===== config.mk =====
export PLATFORM = sky130hd
export DESIGN_NAME = ex_stage
export DESIGN_NICKNAME = d
export VERILOG_FILES = /design/src/rtl/ex_stage_pkg.sv /design/src/rtl/ex_mul.sv /design/src/rtl/ex_stage.sv
export SDC_FILE = /design/constraint.sdc
export NUM_CORES = 1
export LEC_CHECK = 0
export CORE_AREA = 2 2 149 187
export CTS_BUF_LIST = sky130_fd_sc_hd__clkbuf_8
export DETAILED_ROUTE_END_ITERATION = 8
export DIE_AREA = 0 0 151 189
export HOLD_SLACK_MARGIN = 0.02
export PLACE_DENSITY = 0.7
export SLEW_MARGIN = 20
export SYNTH_ARGS = -nofsm -noshare
export SYNTH_HDL_FRONTEND = slang
export SYNTH_SLANG_ARGS = --single-unit

===== constraint.sdc =====
create_clock -name clk -period 5.7 [get_ports clk]
set_input_delay 1.14 -clock clk [delete_from_list [all_inputs] [get_ports clk]]
set_output_delay 1.14 -clock clk [all_outputs]
set_load 0.1 [all_outputs]

===== src/rtl/ex_stage_pkg.sv =====
// Shared defines for decode/execute: bus widths, write-enable levels,
// ALU operation and result-class codes.
package ex_stage_pkg;

    localparam int RegBus     = 32;
    localparam int RegAddrBus = 5;

    localparam logic WriteEnable  = 1'b1;
    localparam logic WriteDisable = 1'b0;

    localparam logic [7:0] OP_NOP = 8'h00;
    localparam logic [7:0] OP_OR  = 8'h25;
    localparam logic [7:0] OP_AND = 8'h24;
    localparam logic [7:0] OP_XOR = 8'h26;
    localparam logic [7:0] OP_ADD = 8'h20;
    localparam logic [7:0] OP_SUB = 8'h22;
    localparam logic [7:0] OP_SLL = 8'h7c;
    localparam logic [7:0] OP_MUL = 8'h18;

    localparam logic [2:0] RES_NOP   = 3'b000;
    localparam logic [2:0] RES_LOGIC = 3'b001;

    // NOP carries no result, so it never requests a register write.
    function automatic logic op_legal(input logic [7:0] op);
        logic ok;
        ok = 1'b0;
        unique case (op)
            OP_OR, OP_AND, OP_XOR,
            OP_ADD, OP_SUB, OP_SLL,
            OP_MUL: ok = 1'b1;
            default: ok = 1'b0;
        endcase
        return ok;
    endfunction

    function automatic logic [RegBus-1:0] alu_result(
        input logic [7:0]        op,
        input logic [RegBus-1:0] a,
        input logic [RegBus-1:0] b
    );
        logic [RegBus-1:0] r;
        r = '0;
        unique case (op)
            OP_OR:   r = a | b;
            OP_AND:  r = a & b;
            OP_XOR:  r = a ^ b;
            OP_ADD:  r = a + b;
            OP_SUB:  r = a - b;
            OP_SLL:  r = b << a[4:0];
            default: r = '0;
        endcase
        return r;
    endfunction

endpackage


===== src/rtl/ex_mul.sv =====
// Iterative shift-add multiplier: one partial product per edge,
// 32 iterations, low 32 bits of the product.
module ex_mul
    import ex_stage_pkg::*;
(
    input  logic              clk,
    input  logic              rst,
    input  logic              start_i,
    input  logic              flush_i,
    input  logic [RegBus-1:0] op1_i,
    input  logic [RegBus-1:0] op2_i,
    output logic              done_o,
    output logic [RegBus-1:0] product_o
);

    logic [RegBus-1:0] mcand_q, mcand_d;
    logic [RegBus-1:0] mplier_q, mplier_d;
    logic [RegBus-1:0] acc_q, acc_d;
    logic [4:0]        cnt_q, cnt_d;
    logic              run_q, run_d;
    logic [RegBus-1:0] acc_next;

    assign acc_next = acc_q + (mplier_q[0] ? mcand_q : '0);

    always_comb begin
        mcand_d  = mcand_q;
        mplier_d = mplier_q;
        acc_d    = acc_q;
        cnt_d    = cnt_q;
        run_d    = run_q;
        if (flush_i) begin
            run_d = 1'b0;
            cnt_d = '0;
            acc_d = '0;
        end else if (start_i) begin
            mcand_d  = op1_i;
            mplier_d = op2_i;
            acc_d    = '0;
            cnt_d    = '0;
            run_d    = 1'b1;
        end else if (run_q) begin
            acc_d    = acc_next;
            mcand_d  = mcand_q << 1;
            mplier_d = mplier_q >> 1;
            cnt_d    = cnt_q + 5'd1;
            if (cnt_q == 5'd31) begin
                run_d = 1'b0;
            end
        end
    end

    // The final partial sum is presented combinationally on the last edge.
    assign done_o    = run_q && !flush_i && (cnt_q == 5'd31);
    assign product_o = acc_next;

    always_ff @(posedge clk) begin
        if (rst) begin
            mcand_q  <= '0;
            mplier_q <= '0;
            acc_q    <= '0;
            cnt_q    <= '0;
            run_q    <= 1'b0;
        end else begin
            mcand_q  <= mcand_d;
            mplier_q <= mplier_d;
            acc_q    <= acc_d;
            cnt_q    <= cnt_d;
            run_q    <= run_d;
        end
    end

endmodule


===== src/rtl/ex_stage.sv =====
// Execute stage: single-cycle logic/arith/shift ops and a 32-cycle
// iterative MUL that stalls the pipeline while busy.
module ex_stage
    import ex_stage_pkg::*;
(
    input  logic                  clk,
    input  logic                  rst,
    input  logic                  valid_i,
    input  logic [7:0]            aluop_i,
    input  logic [2:0]            alusel_i,
    input  logic [RegBus-1:0]     reg1_i,
    input  logic [RegBus-1:0]     reg2_i,
    input  logic [RegAddrBus-1:0] wd_i,
    input  logic                  wreg_i,
    input  logic                  flush_i,
    output logic                  stallreq_o,
    output logic                  valid_o,
    output logic [RegAddrBus-1:0] wd_o,
    output logic                  wreg_o,
    output logic [RegBus-1:0]     wdata_o
);

    typedef enum logic {
        S_IDLE,
        S_MUL_BUSY
    } state_e;

    state_e                state_q, state_d;
    logic                  valid_q, valid_d;
    logic [RegAddrBus-1:0] wd_q, wd_d;
    logic                  wreg_q, wreg_d;
    logic [RegBus-1:0]     wdata_q, wdata_d;
    logic [RegAddrBus-1:0] mwd_q, mwd_d;
    logic                  mwreg_q, mwreg_d;

    logic                  legal;
    logic                  is_mul;
    logic                  accept;
    logic                  mul_start;
    logic                  mul_done;
    logic [RegBus-1:0]     mul_product;

    assign legal  = op_legal(aluop_i) && (alusel_i == RES_LOGIC);
    assign is_mul = legal && (aluop_i == OP_MUL);
    assign accept = (state_q == S_IDLE) && valid_i && !flush_i;

    ex_mul u_mul (
        .clk       (clk),
        .rst       (rst),
        .start_i   (mul_start),
        .flush_i   (flush_i),
        .op1_i     (reg1_i),
        .op2_i     (reg2_i),
        .done_o    (mul_done),
        .product_o (mul_product)
    );

    always_comb begin
        state_d   = state_q;
        valid_d   = 1'b0;
        wd_d      = '0;
        wreg_d    = WriteDisable;
        wdata_d   = '0;
        mwd_d     = mwd_q;
        mwreg_d   = mwreg_q;
        mul_start = 1'b0;
        unique case (state_q)
            S_IDLE: begin
                if (accept && is_mul) begin
                    state_d   = S_MUL_BUSY;
                    mul_start = 1'b1;
                    mwd_d     = wd_i;
                    mwreg_d   = wreg_i && (wd_i != '0);
                end else if (accept) begin
                    valid_d = 1'b1;
                    wd_d    = wd_i;
                    wreg_d  = legal && wreg_i && (wd_i != '0);
                    wdata_d = legal ? alu_result(aluop_i, reg1_i, reg2_i) : '0;
                end
            end
            S_MUL_BUSY: begin
                if (flush_i) begin
                    state_d = S_IDLE;
                end else if (mul_done) begin
                    state_d = S_IDLE;
                    valid_d = 1'b1;
                    wd_d    = mwd_q;
                    wreg_d  = mwreg_q;
                    wdata_d = mul_product;
                end
            end
        endcase
    end

    always_ff @(posedge clk) begin
        if (rst) begin
            state_q <= S_IDLE;
            valid_q <= 1'b0;
            wd_q    <= '0;
            wreg_q  <= WriteDisable;
            wdata_q <= '0;
            mwd_q   <= '0;
            mwreg_q <= WriteDisable;
        end else begin
            state_q <= state_d;
            valid_q <= valid_d;
            wd_q    <= wd_d;
            wreg_q  <= wreg_d;
            wdata_q <= wdata_d;
            mwd_q   <= mwd_d;
            mwreg_q <= mwreg_d;
        end
    end

    assign stallreq_o = (state_q == S_MUL_BUSY);
    assign valid_o    = valid_q;
    assign wd_o       = wd_q;
    assign wreg_o     = wreg_q;
    assign wdata_o    = wdata_q;

endmodule


==> impl_metrics.sql <==
INSERT INTO impl_metrics (metric_group, metric, value, unit) VALUES
('outcome', 'run_status', 'complete, no violations', ''),
('floorplanning', 'die_width', '151', 'um'),
('drt', 'vias', '13400', ''),
('floorplanning', 'die_h', '189', 'um'),
('clock_network', 'post_cts.resized_instances', '0', ''),
('timing', 'final.setup.tns', '0', 'ns'),
('clock_network', 'hold_buffers', '0', ''),
('floorplanning', 'fp.coreArea', '26700', 'um^2'),
('finish', 'finalNonFillerCells', '2226', ''),
('critical_path', 'critical_path_class', 'input pin to register', ''),
('drt', 'first_pass_iters', '6', ''),
('global_route', 'grtUsageTotal', '32.2', '%'),
('logic_synthesis', 'netlist.top_cell.by_area', 'dfxtp_1', ''),
('logic_synthesis', 'synth.distinct_cells', '71', ''),
('clock_network', 'h-tree-depth', '4', ''),
('logic_synthesis', 'share_of_synthesized_area_occupied_by_flip_flops_and_latches', '22.5', '%'),
('clock_network', 'tritoncts_clock_tree', 'yes', ''),
('critical_path', 'startpoint_type_of_the_worst_setup_path', 'input pin', ''),
('clock_network', 'worst_setup_hold_path_clk_slew', '0.09', 'ns'),
('timing', 'post-route-min-period', '5.34', 'ns'),
('timing', 'final.setup_skew', '0.0173', 'ns'),
('finish', 'filler_cell_count', '2541', ''),
('timing', 'worst_slew_pin_slew', '1.03', 'ns'),
('min_path', 'hold_path_startpoint', 'mwd_q[0]', ''),
('power', 'vdd.ir_drop.worst', '0.000144', 'V'),
('critical_path', 'worstPathArrival', '5.70', 'ns'),
('power', 'powerDensity', '162', 'nW/um^2'),
('timing', 'rsz0062_at_grt', 'no', ''),
('power', 'cellLeakagePower', '6.58', 'nW'),
('place', 'io_buffer_count', '124', ''),
('logic_synthesis', 'synth_most_common_cell', 'nand2_1', ''),
('logic_synthesis', 'netlist_top_cells_area', 'dfxtp_1, ha_1, nand2_1, mux2i_1, o21ai_0', ''),
('logic_synthesis', 'synth_enable_flop_cells', '0', ''),
('logic_synthesis', 'netlist_instances', '1766', ''),
('clock_network', 'cts.root.buffer_cell', 'clkbuf_8', ''),
('clock_network', 'clk_latency', '0.50', 'ns'),
('finish', 'num_antenna_cells', '0', ''),
('logic_synthesis', 'synth.cell_area', '13200', 'um^2'),
('timing', 'max-slew-margin-rel', '31.0', '%'),
('floorplanning', 'row_count', '67', ''),
('critical_path', 'timing.reg2reg.setup_slack', '2.07', 'ns'),
('timing', 'fmax', '0.187', 'GHz'),
('logic_synthesis', 'postSynthNetCount', '1982', ''),
('place', 'gp_congestion', '0.979', ''),
('drt', 'post_drt_wl_per_cell', '20.6', 'um'),
('finish', 'stdcell_area', '15300', 'um^2'),
('min_path', 'hold_class', 'register to register', ''),
('critical_path', 'worstSetupEndpoint', 'wdata_o[28]', ''),
('clock_network', 'cts.sinks', '148', ''),
('drt', 'routed_via_density', '6.04', ''),
('finish', 'drive_gt1_share', '7.66', '%'),
('clock_network', 'post_cts_setup_inserts', '0', ''),
('critical_path', 'timing.critical_path.to_type', 'register', ''),
('critical_path', 'required_worst_endpoint', '6.06', 'ns'),
('global_route', 'grt_start_max_net_pins', '89', ''),
('clock_network', 'tritoncts.num_buffers', '17', ''),
('critical_path', 'crit_path_max_fanout', '5', ''),
('critical_path', 'r2r.worst_path.cells', '12', ''),
('global_route', 'first_global_vias', '13000', ''),
('floorplanning', 'boundaryPins', '125', ''),
('logic_synthesis', 'ys.warnings.count', '0', ''),
('finish', 'design.final.nets', '2084', ''),
('global_route', 'globalRouteOverflowTotal', '0', ''),
('drt', 'initialDrtViolationCount', '1220', ''),
('logic_synthesis', 'synth.avg_cell_area', '7.47', 'um^2'),
('logic_synthesis', 'postSynth.topFlopCell', 'dfxtp_1', ''),
('power', 'design_power_total', '2.48', 'mW'),
('timing', 'timing.final.crit_share', '93.7', '%'),
('floorplanning', 'die_area', '28500', 'um^2'),
('logic_synthesis', 'synth_common_cells', 'nand2_1, nor2_1, dfxtp_1, o21ai_0, ha_1', ''),
('clock_network', 'clockBufferDepth', '2', '');
==> logic make-up (layout without fill, tap and decap cells) <==
| family | Yosys count | in the layout | synth area share (%) |
|---|---|---|---|
| flip-flops | 148 | 148 | 22.5 |
| buffers and inverters | 191 | 306 | 5.53 |
| XOR/XNOR | 86 | 86 | 5.71 |
| adder cells (fa/ha/maj) | 131 | 131 | 12.5 |
| AND/OR/NAND/NOR | 642 | 642 | 22.0 |
| multiplexers | 104 | 104 | 9.61 |
| AO/OA/AOI/OAI | 464 | 464 | 22.2 |
==> report_power, final <==
| group | internal (mW) | switching, mW | leakage [nW] |
|---|---|---|---|
| Combinational | 0.266 | 0.380 | 5.21 |
| Sequential | 1.03 | 0.000384 | 1.19 |
| Clock | 0.334 | 0.463 | 0.179 |
| Total | 1.63 | 0.844 | 6.58 |
==> placed cells by master, fill, tap and decap left out, types with 6 or more instances in the layout <==
cell type          n
nand2_1          249
nor2_1           170
dfxtp_1          147
o21ai_0          132
ha_1             129
clkdlybuf4s50_1  121
a21oi_1          103
nand3_1           86
mux2i_1           85
inv_1             82
xnor2_1           67
buf_4             66
o22ai_1           43
and2_1            38
a21o_1            29
a22oi_1           24
clkbuf_8          20
xor2_1            19
mux4_2            18
o31ai_1           16
nand2b_1          15
nor3_1            15
o21a_1            12
o21bai_1          11
o211ai_1          11
a211oi_1          10
nor2b_1           10
a221oi_1          10
nand4_1            9
nand3b_1           9
o21ai_1            7
and3_1             6
nor4_1             6
a31oi_1            6
or3_1              6
==> layout make-up <==
type                       instances  area, um^2  share of cell area, %
clock buffer                      20         275                   1.80
clock inverter                    12        80.1                  0.522
inverter                          84         315                   2.06
multi-input combinational       1427        9530                   62.1
sequential                       148        2960                   19.3
tap                              345         432                   2.82
timing repair buffer             190        1740                   11.3
==> worst max-delay path, stage by stage <==
cell,delay [ns]
clkdlybuf4s50_1,0.49
or4_4,0.58
or3_4,0.38
nor4_4,0.26
nand3_1,0.16
nor2_1,0.22
nand2_1,0.13
o41ai_1,0.42
xnor2_1,0.13
ha_1,0.36
and3_1,0.22
o211ai_1,0.14
a31oi_1,0.28
mux2i_1,0.11
a221oi_1,0.53
o21ai_0,0.14
==> per-stage QoR <==
stage	worst slack (ns)	utilization [%]	hold WS (ns)
2_1_floorplan	0.529	-	0.432
3_3_place_gp	0.0301	56.2	0.437
3_5_place_dp	0.0489	56.2	0.447
4_1_cts	0.568	57.5	0.457
5_1_grt	0.0413	57.5	0.481
6_report	0.358	57.5	0.455
==> metal layers <==
| metal | up-vias | wire [um] | part of all wire [%] | GRT usage, % |
|---|---|---|---|---|
| met5 | - | 0 | 0 | 0 |
| met4 | 0 | 2280 | 5.0 | 15.3 |
| met3 | 111 | 2720 | 5.9 | 3.78 |
| met2 | 514 | 21300 | 47 | 53.1 |
| met1 | 6353 | 19500 | 43 | 41.6 |
| li1 | 6468 | - | - | - |
==> worst min path at each step <==
stage                          end  depth (start not counted)  slack (ns)
after global routing      mwd_q[3]                          2        0.48
final                     mwd_q[0]                          2        0.45
after detailed placement  mwd_q[1]                          2        0.45
after global placement    mwd_q[2]                          2        0.44
after CTS                 mwd_q[0]                          2        0.46
after floorplan           mwd_q[0]                          2        0.43
==> sequential cells by signal, indices dropped and copies added, names as in the netlist <==
name            count
mwd_q               5
mwreg_q             1
stallreq_o          1
u_mul.acc_q        32
u_mul.cnt_q         5
u_mul.mcand_q      32
u_mul.mplier_q     32
u_mul.run_q         1
valid_o             1
wd_o                5
wdata_o            32
wreg_o              1
Power figures use the tool's default switching activity.
